--- config.mk ---
export PLATFORM = sky130hd
export DESIGN_NAME = sample_scheduler
export DESIGN_NICKNAME = d
export VERILOG_FILES = /design/src/rtl/sample_scheduler.sv
export SDC_FILE = /design/constraint.sdc
export NUM_CORES = 1
export LEC_CHECK = 0
export ABC_AREA = 1
export BUFFER_PORTS_ARGS = -buffer_cell sky130_fd_sc_hd__buf_2
export CORE_UTILIZATION = 33
export DETAILED_ROUTE_END_ITERATION = 7
export PLACE_DENSITY = 0.47
export SYNTH_ARGS = -nofsm -noshare
export SYNTH_HDL_FRONTEND = slang
export SYNTH_SLANG_ARGS = --single-unit
--- constraint.sdc ---
create_clock -name clk -period 2.39 [get_ports clk]
set_input_delay 0.239 -clock clk [delete_from_list [all_inputs] [get_ports clk]]
set_output_delay 0.239 -clock clk [all_outputs]
set_load 0.01 [all_outputs]
--- src/rtl/sample_scheduler.sv ---
// Round-robin burst scheduler for a shared sampler.
// Each granted channel gets SP_NUM sample strobes; the gap before sample k+1
// grows by one cycle per sample (DELAY_TIME + k idle cycles after sample k).
module sample_scheduler #(
  parameter int N_CH       = 4,
  parameter int SP_NUM     = 6,
  parameter int DELAY_TIME = 200
) (
  input  logic            clk,
  input  logic            rst,
  input  logic [N_CH-1:0] req,
  input  logic            abort,
  output logic [N_CH-1:0] grant,
  output logic            sp_en,
  output logic [2:0]      sp_ch,
  output logic [7:0]      sp_idx,
  output logic            busy,
  output logic [N_CH-1:0] done
);

  typedef enum logic [2:0] {S_IDLE, S_GRANT, S_SAMPLE, S_GAP, S_DONE} state_t;

  state_t          state_q, state_d;
  logic [N_CH-1:0] pending_q, pending_d;
  logic [2:0]      rr_q, rr_d;
  logic [2:0]      ch_q, ch_d;
  logic [7:0]      k_q, k_d;
  logic [8:0]      gap_q, gap_d;

  logic [7:0]      pend8;
  logic [3:0]      cand;
  logic            win_found;
  logic [2:0]      win_ch;
  logic [N_CH-1:0] ch_oh;
  logic [2:0]      rr_next;
  logic [8:0]      gap_last;

  assign pend8    = 8'(pending_q);
  assign ch_oh    = {{(N_CH-1){1'b0}}, 1'b1} << ch_q;
  assign rr_next  = (ch_q == 3'(N_CH-1)) ? 3'd0 : ch_q + 3'd1;
  // Last gap-counter value before the next sample; 9 bits so it never wraps.
  assign gap_last = 9'(DELAY_TIME) + {1'b0, k_q} - 9'd1;

  assign busy   = (state_q != S_IDLE);
  assign sp_ch  = ch_q;
  assign sp_idx = k_q;

  // Round-robin pick: first pending channel at or after rr_q, wrapping.
  always_comb begin
    cand      = '0;
    win_found = 1'b0;
    win_ch    = rr_q;
    for (int i = 0; i < N_CH; i++) begin
      cand = {1'b0, rr_q} + 4'(i);
      if (cand >= 4'(N_CH)) cand = cand - 4'(N_CH);
      if (!win_found && pend8[cand[2:0]]) begin
        win_found = 1'b1;
        win_ch    = cand[2:0];
      end
    end
  end

  // Next-state and strobe outputs; a new request wins over the grant clear.
  always_comb begin
    state_d = state_q;
    rr_d    = rr_q;
    ch_d    = ch_q;
    k_d     = k_q;
    gap_d   = gap_q;
    grant   = '0;
    sp_en   = 1'b0;
    done    = '0;
    case (state_q)
      S_IDLE: begin
        if (win_found) begin
          ch_d    = win_ch;
          state_d = S_GRANT;
        end
      end
      S_GRANT: begin
        grant = ch_oh;
        k_d   = '0;
        if (abort) begin
          state_d = S_IDLE;
          rr_d    = rr_next;
        end else begin
          state_d = S_SAMPLE;
        end
      end
      S_SAMPLE: begin
        if (abort) begin
          state_d = S_IDLE;
          rr_d    = rr_next;
        end else begin
          sp_en = 1'b1;
          if (k_q == 8'(SP_NUM-1)) begin
            state_d = S_DONE;
          end else begin
            state_d = S_GAP;
            gap_d   = '0;
          end
        end
      end
      S_GAP: begin
        if (abort) begin
          state_d = S_IDLE;
          rr_d    = rr_next;
        end else if (gap_q == gap_last) begin
          state_d = S_SAMPLE;
          k_d     = k_q + 8'd1;
        end else begin
          gap_d = gap_q + 9'd1;
        end
      end
      S_DONE: begin
        done    = ch_oh;
        rr_d    = rr_next;
        state_d = S_IDLE;
      end
      default: state_d = S_IDLE;
    endcase
    pending_d = (pending_q & ~grant) | req;
  end

  // State registers; reset drops the burst and any pending requests.
  always_ff @(posedge clk) begin
    if (rst) begin
      state_q   <= S_IDLE;
      pending_q <= '0;
      rr_q      <= '0;
      ch_q      <= '0;
      k_q       <= '0;
      gap_q     <= '0;
    end else begin
      state_q   <= state_d;
      pending_q <= pending_d;
      rr_q      <= rr_d;
      ch_q      <= ch_d;
      k_q       <= k_d;
      gap_q     <= gap_d;
    end
  end

endmodule

==> flow_metrics.tcl <==
set metrics [dict create \
    ios 28 \
    vias 2203 \
    timing.final.crit_share_pct 85.9 \
    vdd_drop_max_mv 0.181 \
    slowest_delay_ns 0.40 \
    finalSetupViolCount 0 \
    grt-ovfl-total 0 \
    max_slew.worst_pin.slew_ns 0.518 \
    grt_pass1_wl_um 10000 \
    cp-start-kind "flip-flop" \
    dp_hpwl_um 4500 \
    crit_required_ns 2.56 \
    firstDrtPassIters 4 \
    fmax_mhz 487 \
    cap_violations 0 \
    arrival_ns 2.22 \
    rsz0062_at_grt "false" \
    yosys_warnings 0 \
    place_worst_setup_slack_ns 0.343 \
    maxSlewHeadroom_pct 65.4 \
    period_minus_slack_ns 2.05 \
    grt_max_degree 26 \
    antenna_cells 0 \
    netlist_area_um2 2290 \
    drt-initial-drc-count 88 \
    final_cells 465 \
    clk_pin_slew_ns 0.07 \
    cp_top_family "simple AND/OR/NAND/NOR gates" \
    nets 404 \
    drt_wl_total_um 5770 \
    antenna_found_initial 0 \
    cts_tree "yes" \
    grt_pass1_vias 2102 \
    r2r_setup_slack_ns 0.34 \
    track_usage_pct 17.4 \
    synth.ff_latch_count 30 \
    yosysSeqAreaShare_pct 26.2 \
    cts_buffers 5 \
    finalHoldViolations 0 \
    netlist_instances 357 \
    fp-row-count 29 \
    synthFlopType "dfxtp_1" \
    status "finished, final reports clean" \
    timing.critical_path.fanout_max 7 \
    fin_ws_ns 0.337 \
    syn2layout_area_growth_pct 13.9 \
    clk_latency_ns 0.28 \
    setup_tns_ns 0 \
    core_area_um2 6530 \
    synth_edf_count 0 \
    p_per_area_nw_per_um2 584 \
    postCtsHoldBufs 0 \
    fin_skew_ns 0.00802 \
    syn-num-nets 374 \
    synth_cell_type_count 32 \
    syn-mean-instance-area_um2 6.41 \
    worst_path_max_delay_cell "dfxtp_1" \
    detail-route-antenna-nets 0 \
    finalCoreUtilization_pct 39.9 \
    post-cts-setup-buffers 0 \
    cts_resized 0 \
    async_reset_ff_share_pct 0 \
    slew_violations 0 \
    route.detailed.drc 0 \
    drive_above_1_share_pct 18.0 \
    cts_root_buffer "clkbuf_8" \
    dpl.cell_count 457 \
    wl_per_cell_um 12.4 \
    p_leak_nw 1.14 \
    path_cells "inv_1, ha_1, inv_1, nand3_1, nand3_1, nand2_1, nor2_1, nand2_1, nand2_1, inv_1, o21ai_0, nor2_1" \
    io_buffer_count 27 \
    critPathCaptureType "flip-flop" \
    critical_path_buf_inv_count 3 \
    clk_path_buf_depth 2 \
    htree_num_levels 2 \
    fill_cells 732 \
    fp.dieW_um 85.3 \
    worstSetupPathType "reg -> reg" \
    start_util_pct 35.1 \
    die_h_um 85.3 \
    clkSinkCount 30 \
    place_area_um2 2520 \
    place_congestion 0.817 \
    hp-class "in -> reg" \
    finalInstanceArea_um2 2610 \
    die_area_um2 7280 \
    vias_per_cell 4.74 \
]
area by class of cell:
class                      instances  area, um^2  share of cell area (%)
clock buffer                       7        86.3                    3.31
tap                               77        96.3                    3.69
multi-input combinational        273        1480                    56.5
clock inverter                     1        5.00                   0.192
inverter                          44         165                    6.33
timing repair buffer              33         180                    6.91
sequential                        30         601                    23.0
state kept, by name, indices dropped and copies added (netlist names):
name / cells
gap_q: 9
sp_idx: 8
pending_q: 4
rr_q: 3
sp_ch: 3
state_q: 3
per-layer routing:
metal  routed length, um  track usage [%]  part of all wire (%)  up-vias
li1                    -                -                     -     1204
met1                2970             23.7                    52      972
met2                2600             28.2                    45       25
met3                 166             3.40                   2.9        2
met5                   0                0                     0        -
met4                  29             4.39                  0.50        0
worst reg2reg max path, stage by stage, from the launching register on:
cell	delay [ns]
dfxtp_1	0.40
inv_1	0.17
ha_1	0.35
inv_1	0.12
nand3_1	0.09
nand3_1	0.13
nand2_1	0.07
nor2_1	0.13
nand2_1	0.11
nand2_1	0.13
inv_1	0.08
o21ai_0	0.14
nor2_1	0.05
path summary, 6_finish.rpt:
path | start | to | cells after the start
setup / recovery | rr_q[1] | sp_ch[0] | 12
hold / removal | abort | state_q[2] | 2
setup reg to reg | rr_q[1] | sp_ch[0] | 12
hold reg to reg | pending_q[2] | pending_q[2] | 2
synthesized netlist by cell type, types with 5 or more instances:
library cell,count,share of area [%]
clkbuf_1,5,0.82
nand2_2,10,2.7
nand4_1,8,2.2
nor2_1,48,7.9
ha_1,10,5.5
nand3_1,37,8.1
dfxtp_1,30,26
nand2_1,86,14
o21ai_0,5,1.1
inv_1,42,6.9
xor2_1,9,3.4
a21oi_2,7,2.7
a21oi_1,19,4.2
nor3_1,9,2.0
cell usage in the layout (no fill, tap or decap):
cell and count:
nor2_4 2, clkbuf_1 1, o21ai_0 5, buf_2 27, inv_2 2, ha_1 10, nand2_4 2, nand3_2 1
or2_1 1, nor3_1 9, buf_4 6, nand3_1 37, a21oi_2 7, clkinv_2 1, nand2_1 86, clkbuf_8 6
a211oi_1 2, nand3_4 2, or2_2 1, xnor2_1 3, dfxtp_1 30, nand4_1 8, a21oi_1 19, nor3b_1 2
nor2_1 48, o21ai_2 1, nor2_8 1, inv_1 42, o21ai_1 1, xor2_1 9, nor4_1 2, nand3b_1 3
xnor2_2 1, nand2_2 10
where the power goes:
part	switching, W	internal, W
clock network	0.000199	0.000232
registers	0.0000466	0.000537
logic	0.000336	0.000173
cell families after synthesis:
kind of cell / synth area share, %
adder cells (fa/ha/maj): 5.46
buffers and inverters: 9.34
AO/OA/AOI/OAI: 9.18
AND/OR/NAND/NOR: 44.5
XOR/XNOR: 5.30
flip-flops: 26.2
stage by stage:
| step | power (W) | hold WS (ns) |
|---|---|---|
| after global routing | 0.00167 | 0.164 |
| final | 0.00152 | 0.177 |
| after CTS | 0.00155 | 0.169 |
| after floorplan | 0.000956 | 0.317 |
| after detailed placement | 0.00111 | 0.465 |
| after global placement | 0.00111 | 0.463 |
Power figures use the tool's default switching activity.
